--- config.mk ---
export PLATFORM = sky130hd
export DESIGN_NAME = dma_fifo_drain
export DESIGN_NICKNAME = d
export VERILOG_FILES = /design/src/rtl/dma_fifo_drain.sv
export SDC_FILE = /design/constraint.sdc
export NUM_CORES = 1
export LEC_CHECK = 0
export BUFFER_PORTS_ARGS = -buffer_cell sky130_fd_sc_hd__buf_2
export CORE_MARGIN = 8
export CORE_UTILIZATION = 25
export CTS_CLUSTER_SIZE = 20
export DETAILED_ROUTE_END_ITERATION = 10
export SYNTH_ARGS = -nofsm -noshare
export SYNTH_HDL_FRONTEND = slang
export SYNTH_SLANG_ARGS = --single-unit
--- constraint.sdc ---
create_clock -name clk -period 1.9 [get_ports clk]
set_input_delay 0.19 -clock clk [delete_from_list [all_inputs] [get_ports clk]]
set_output_delay 0.19 -clock clk [all_outputs]
set_load 0.05 [all_outputs]
--- src/rtl/dma_fifo_drain.sv ---
// dma_fifo_drain: pops a two-word descriptor plus payload from a show-ahead FIFO and
// turns it into word writes with address increment, tail strobes and completion pulses.
module dma_fifo_drain #(
    parameter int unsigned CNT_W = 16
) (
    input  logic             clk,
    input  logic             rst_n,
    input  logic             fifo_empty,
    input  logic [31:0]      fifo_dout,
    output logic             fifo_rd_en,
    output logic             mem_wren,
    output logic [31:0]      mem_addr,
    output logic [31:0]      mem_wdata,
    output logic [3:0]       mem_wstrb,
    input  logic             mem_ready,
    output logic             busy,
    output logic             done_pulse,
    output logic             err_pulse,
    output logic [CNT_W-1:0] pkt_cnt
);

    typedef enum logic [1:0] {
        StIdle,
        StAddr,
        StData,
        StFlush
    } state_e;

    state_e           state_q, state_d;
    // One bit wider than 14 so LEN 65533..65535 (16384 words) does not alias to zero.
    logic [14:0]      words_left_q, words_left_d;
    logic [1:0]       len_lsb_q, len_lsb_d;
    logic [31:0]      next_addr_q, next_addr_d;
    logic             wren_q, wren_d;
    logic [31:0]      addr_q, addr_d;
    logic [31:0]      wdata_q, wdata_d;
    logic [3:0]       wstrb_q, wstrb_d;
    logic             busy_q, busy_d;
    logic             done_q, done_d;
    logic             err_q, err_d;
    logic [CNT_W-1:0] cnt_q, cnt_d;

    logic             pop;
    logic             accept;
    logic [14:0]      desc_words;
    logic [3:0]       tail_strb;

    assign desc_words = {1'b0, fifo_dout[31:18]} + 15'(|fifo_dout[17:16]);
    assign accept     = wren_q & mem_ready;

    always_comb begin
        tail_strb = 4'hF;
        unique case (len_lsb_q)
            2'd1:    tail_strb = 4'h1;
            2'd2:    tail_strb = 4'h3;
            2'd3:    tail_strb = 4'h7;
            default: tail_strb = 4'hF;
        endcase
    end

    always_comb begin
        state_d      = state_q;
        words_left_d = words_left_q;
        len_lsb_d    = len_lsb_q;
        next_addr_d  = next_addr_q;
        wren_d       = wren_q;
        addr_d       = addr_q;
        wdata_d      = wdata_q;
        wstrb_d      = wstrb_q;
        cnt_d        = cnt_q;
        done_d       = 1'b0;
        err_d        = 1'b0;
        pop          = 1'b0;

        unique case (state_q)
            StIdle: begin
                // Hold off the next descriptor while a completion/error pulse is showing.
                pop = ~fifo_empty & ~done_q & ~err_q;
                if (pop) begin
                    words_left_d = desc_words;
                    len_lsb_d    = fifo_dout[17:16];
                    state_d      = StAddr;
                end
            end
            StAddr: begin
                pop = ~fifo_empty;
                if (pop) begin
                    next_addr_d = {fifo_dout[31:2], 2'b00};
                    if (words_left_q == '0) begin
                        err_d   = 1'b1;
                        state_d = StIdle;
                    end else begin
                        state_d = StData;
                    end
                end
            end
            StData: begin
                pop = ~fifo_empty & (words_left_q != '0) & (~wren_q | mem_ready);
                if (pop) begin
                    wren_d       = 1'b1;
                    addr_d       = next_addr_q;
                    next_addr_d  = next_addr_q + 32'd4;
                    wdata_d      = fifo_dout;
                    wstrb_d      = (words_left_q == 15'd1) ? tail_strb : 4'hF;
                    words_left_d = words_left_q - 15'd1;
                    if (words_left_q == 15'd1) begin
                        state_d = StFlush;
                    end
                end else if (accept) begin
                    wren_d = 1'b0;
                end
            end
            StFlush: begin
                if (accept) begin
                    wren_d  = 1'b0;
                    done_d  = 1'b1;
                    cnt_d   = cnt_q + 1'b1;
                    state_d = StIdle;
                end
            end
            default: state_d = StIdle;
        endcase

        busy_d = busy_q;
        if ((state_q == StIdle) && pop) begin
            busy_d = 1'b1;
        end else if (done_q | err_q) begin
            busy_d = 1'b0;
        end
    end

    always_ff @(posedge clk or negedge rst_n) begin
        if (!rst_n) begin
            state_q      <= StIdle;
            words_left_q <= '0;
            len_lsb_q    <= '0;
            next_addr_q  <= '0;
            wren_q       <= 1'b0;
            addr_q       <= '0;
            wdata_q      <= '0;
            wstrb_q      <= '0;
            busy_q       <= 1'b0;
            done_q       <= 1'b0;
            err_q        <= 1'b0;
            cnt_q        <= '0;
        end else begin
            state_q      <= state_d;
            words_left_q <= words_left_d;
            len_lsb_q    <= len_lsb_d;
            next_addr_q  <= next_addr_d;
            wren_q       <= wren_d;
            addr_q       <= addr_d;
            wdata_q      <= wdata_d;
            wstrb_q      <= wstrb_d;
            busy_q       <= busy_d;
            done_q       <= done_d;
            err_q        <= err_d;
            cnt_q        <= cnt_d;
        end
    end

    // Pop is masked during reset so a non-empty FIFO is not drained while held.
    assign fifo_rd_en = pop & rst_n;
    assign mem_wren   = wren_q;
    assign mem_addr   = addr_q;
    assign mem_wdata  = wdata_q;
    assign mem_wstrb  = wstrb_q;
    assign busy       = busy_q;
    assign done_pulse = done_q;
    assign err_pulse  = err_q;
    assign pkt_cnt    = cnt_q;

    assert property (@(posedge clk) disable iff (!rst_n) fifo_rd_en |-> !fifo_empty);
    assert property (@(posedge clk) disable iff (!rst_n) (mem_wren && !mem_ready) |-> !fifo_rd_en);
    assert property (@(posedge clk) disable iff (!rst_n) mem_addr[1:0] == 2'b00);

endmodule

==> summary.txt <==
Drt
  • First-pass iteration count of the detailed router: 5
  • DRC viols: 0
  • Initial DRC count: 615
  • Vias: 6,391
  • Detail Route Antenna Nets: 0
  • Final wirelength: 22.7 mm
  • Wire length per cell: 17.1 um
  • Via density: 4.82

Logic synthesis
  • Post-Syn Instances: 765
  • Seq cells post-synth: 135
  • Area share of the largest cell type after synthesis: 0.498
  • Post-Syn Area: 6790 um2
  • Yosys warns: 0
  • Main area contributors after synthesis: dfrtp_1 (50%), nand2_1 (12%), o21ai_0 (3.2%)
  • Part of the Yosys area used for sequential elements: 0.498
  • Post-Syn Area per Cell: 8.87 um2
  • Post-synthesis cell type count: 61
  • Synth area leader: dfrtp_1
  • Synth Flop Type: dfrtp_1
  • Ys async rst share: 1.00
  • Post-synth EDFFs: 0

Status
  • Status: complete, but fails checks
  • Violated checks: negative setup slack

Clock network
  • Clock slew at reported path FFs: 70 ps
  • CTS tree: done
  • Clock Path Buffers: 2
  • H-tree depth: 4
  • CTS Root Buffer Type: clkbuf_16
  • CTS Sinks: 135
  • CTS buffer count: 17
  • Clk_lat worst skew: 420 ps

Critical path
  • Setup crit end kind: output pin
  • CP Cell Sequence: buf_4 -> nor3b_2 -> and2_1 -> buf_4 -> a21oi_4 -> a21oi_4 -> buf_6
  • CP Depth: 7
  • Critical R2R Capture: next_addr_q[11]
  • Worst Setup SP: state_q[1]
  • Delay-heaviest family, CP: buffers and inverters
  • Reg2Reg Setup Slack: -100 ps
  • Path depth of the worst reg2reg path: 8
  • Setup CP Type: register to output pin
  • Crit start category: register
  • Crit-path max cell delay: 380 ps
  • Crit path buf inv count: 3
  • Worst-path fanout max: 3
  • CP endpoint: fifo_rd_en
  • Crit path required time: 1710 ps
  • CP max-delay cell: dfrtp_1
  • R2R Path Start: words_left_q[10]
  • Arrival time worst endpoint: 1860 ps

Worst hold path
  • Hold depth: 3
  • Hold Crit Class: primary input to register

STA
  • Setup tns final: -904 ps
  • Least-Margin Pin Slew: 845 ps
  • Max Fclk: 487 MHz
  • Slew headroom: 0.436
  • Final period util: 1.08
  • Slew Viols, Final: 0
  • Min Tclk post-route: 2050 ps
  • Final hold viol count: 0
  • RSZ-0062 raised after global routing: true
  • Setup WS post-layout: -155 ps
  • Clock skew: 11.1 ps
  • Final setup vio count: 21

Cells and area
  • Most frequent cells in the layout: nand2_1 (218), dfrtp_1 (134), buf_2 (120)
  • Nets: 1,016
  • Layout filler cell count: 2,735
  • Fin util: 0.350
  • FF/Latch Area: 3380 um2
  • Multi-input gate area: 3240 um2
  • Antenna cell count: 0
  • Commonest non-fill, non-tap cell in the layout: nand2_1
  • Layout Area Growth over Synthesis: 38.2%
  • Share of cells above drive strength 1: 0.293

Global routing
  • Largest net degree at the start of global routing: 136
  • Vias in the first global route: 6,295
  • Total GRT Usage: 0.134
  • First-pass GRT wire length: 35.1 mm
  • Total gr overflow: 0
  • Initial antenna violation count: 0

Placement
  • Port bufs: 122
  • Final estimated routing congestion in global placement: 0.849
  • Final HPWL DP: 16.0 mm

Floorplanning
  • I/O pins: 125
  • Die Ht: 181 um
  • Die ar.: 32,700 um2
  • Die W: 181 um
  • Std cell rows: 60
  • Core area: 26,800 um2
  • Initial Utilization: 0.253

Power
  • Pwr Density: 1890 nW/um2
  • VDD IR max: 960 uV
  • Leak: 0.00448 uW

Flow run
  • Max-Cap Viols: 0
## power breakdown
| part | internal (uW) | leakage, uW | switching, uW | total [uW] |
|---|---|---|---|---|
| Clock | 1960 | 0.000274 | 1430 | 3390 |
| Combinational | 3220 | 0.00257 | 6190 | 9410 |
| Sequential | 4080 | 0.00163 | 865 | 4940 |
| Total | 9260 | 0.00448 | 8480 | 17700 |
## tightest hold or removal path, delay by kind of cell
family / cells / cell delay [ps]
buffers and inverters: 1 / 120
and+or+nand+nor: 2 / 100
## synthesized netlist by cell type (6+ instances only)
library cell and count:
and4_1 8, xor2_1 14, nor2_1 47, a2bb2oi_1 8, xnor2_1 13, nor4_1 6, o22a_1 11, and3_1 11
a21oi_1 43, a31oi_1 8, nand4_1 9, o22ai_1 7, buf_2 18, buf_4 10, nand3_1 30, ha_1 9
nor3_1 8, clkbuf_1 16, dfrtp_1 135, inv_1 15, o21ai_0 44, nand2_1 220, and2_1 8
## metrics by stage
step                hold slack, ps  worst slack, ps  std cells  instance area [um2]  power (uW)
detailed placement             394            -47.2       1265                 8380       13900
global placement               381             6.09       1265                 8380       13800
floorplan                     -106             8.68        766                 6820       10800
finish                        17.2             -155       1325                 9380       17700
global route                  1.71             -223       1325                 9380       18800
CTS                         0.0260             -135       1315                 9180       17500
## layout make-up
cell class | instances | area share
Timing Repair Buffer | 232 | 0.180
Clock buffer | 17 | 0.0454
Tap cell | 341 | 0.0455
Clock inverter | 15 | 0.0179
Multi-Input combinational cell | 570 | 0.345
Inverter | 15 | 0.00600
Sequential cell | 135 | 0.360
## logic make-up (layout without fill, tap and decap cells)
group | count (synthesis) | count (layout) | share of synthesized area
simple gates | 374 | 374 | 0.256
compound gates | 156 | 156 | 0.147
flops | 135 | 135 | 0.498
buf+inv | 61 | 279 | 0.0448
xor+xnor | 27 | 27 | 0.0349
fa+ha+maj | 9 | 9 | 0.0166
mux | 2 | 2 | 0.00313
other cells | 1 | 2 | 0.000553
## state kept, by name, indices dropped and copies added (netlist names)
name and flops:
mem_wdata 32, mem_addr 30, next_addr_q 30, pkt_cnt 16
words_left_q 15, mem_wstrb 4, len_lsb_q 2, state_q 2
busy 1, done_pulse 1, err_pulse 1, mem_wren 1
## per-layer routing
layer	track usage	vias up	routed length (um)
met2	0.198	200	9860
li1	-	3061	-
met5	0	-	0
met1	0.189	3103	11200
met3	0.0319	27	1180
met4	0.0437	0	488
## repair_timing
item	in CTS	in global routing
cloned	0	5
endpoints found under the setup margin	12	92
buffers inserted	5	5
pin swaps	3	3
hold endpoints to repair	147	0
resized for setup	12	13
hold buffers	13	0
## how the worst min path moves through the flow
stage	startpoint	to
floorplan	rst_n	busy
global placement	fifo_dout[1]	mem_wdata[1]
detailed placement	fifo_dout[0]	mem_wdata[0]
CTS	fifo_dout[3]	mem_wdata[3]
global route	fifo_dout[3]	mem_wdata[3]
finish	fifo_dout[3]	mem_wdata[3]
Note: power is estimated with default switching activity, not from simulation.
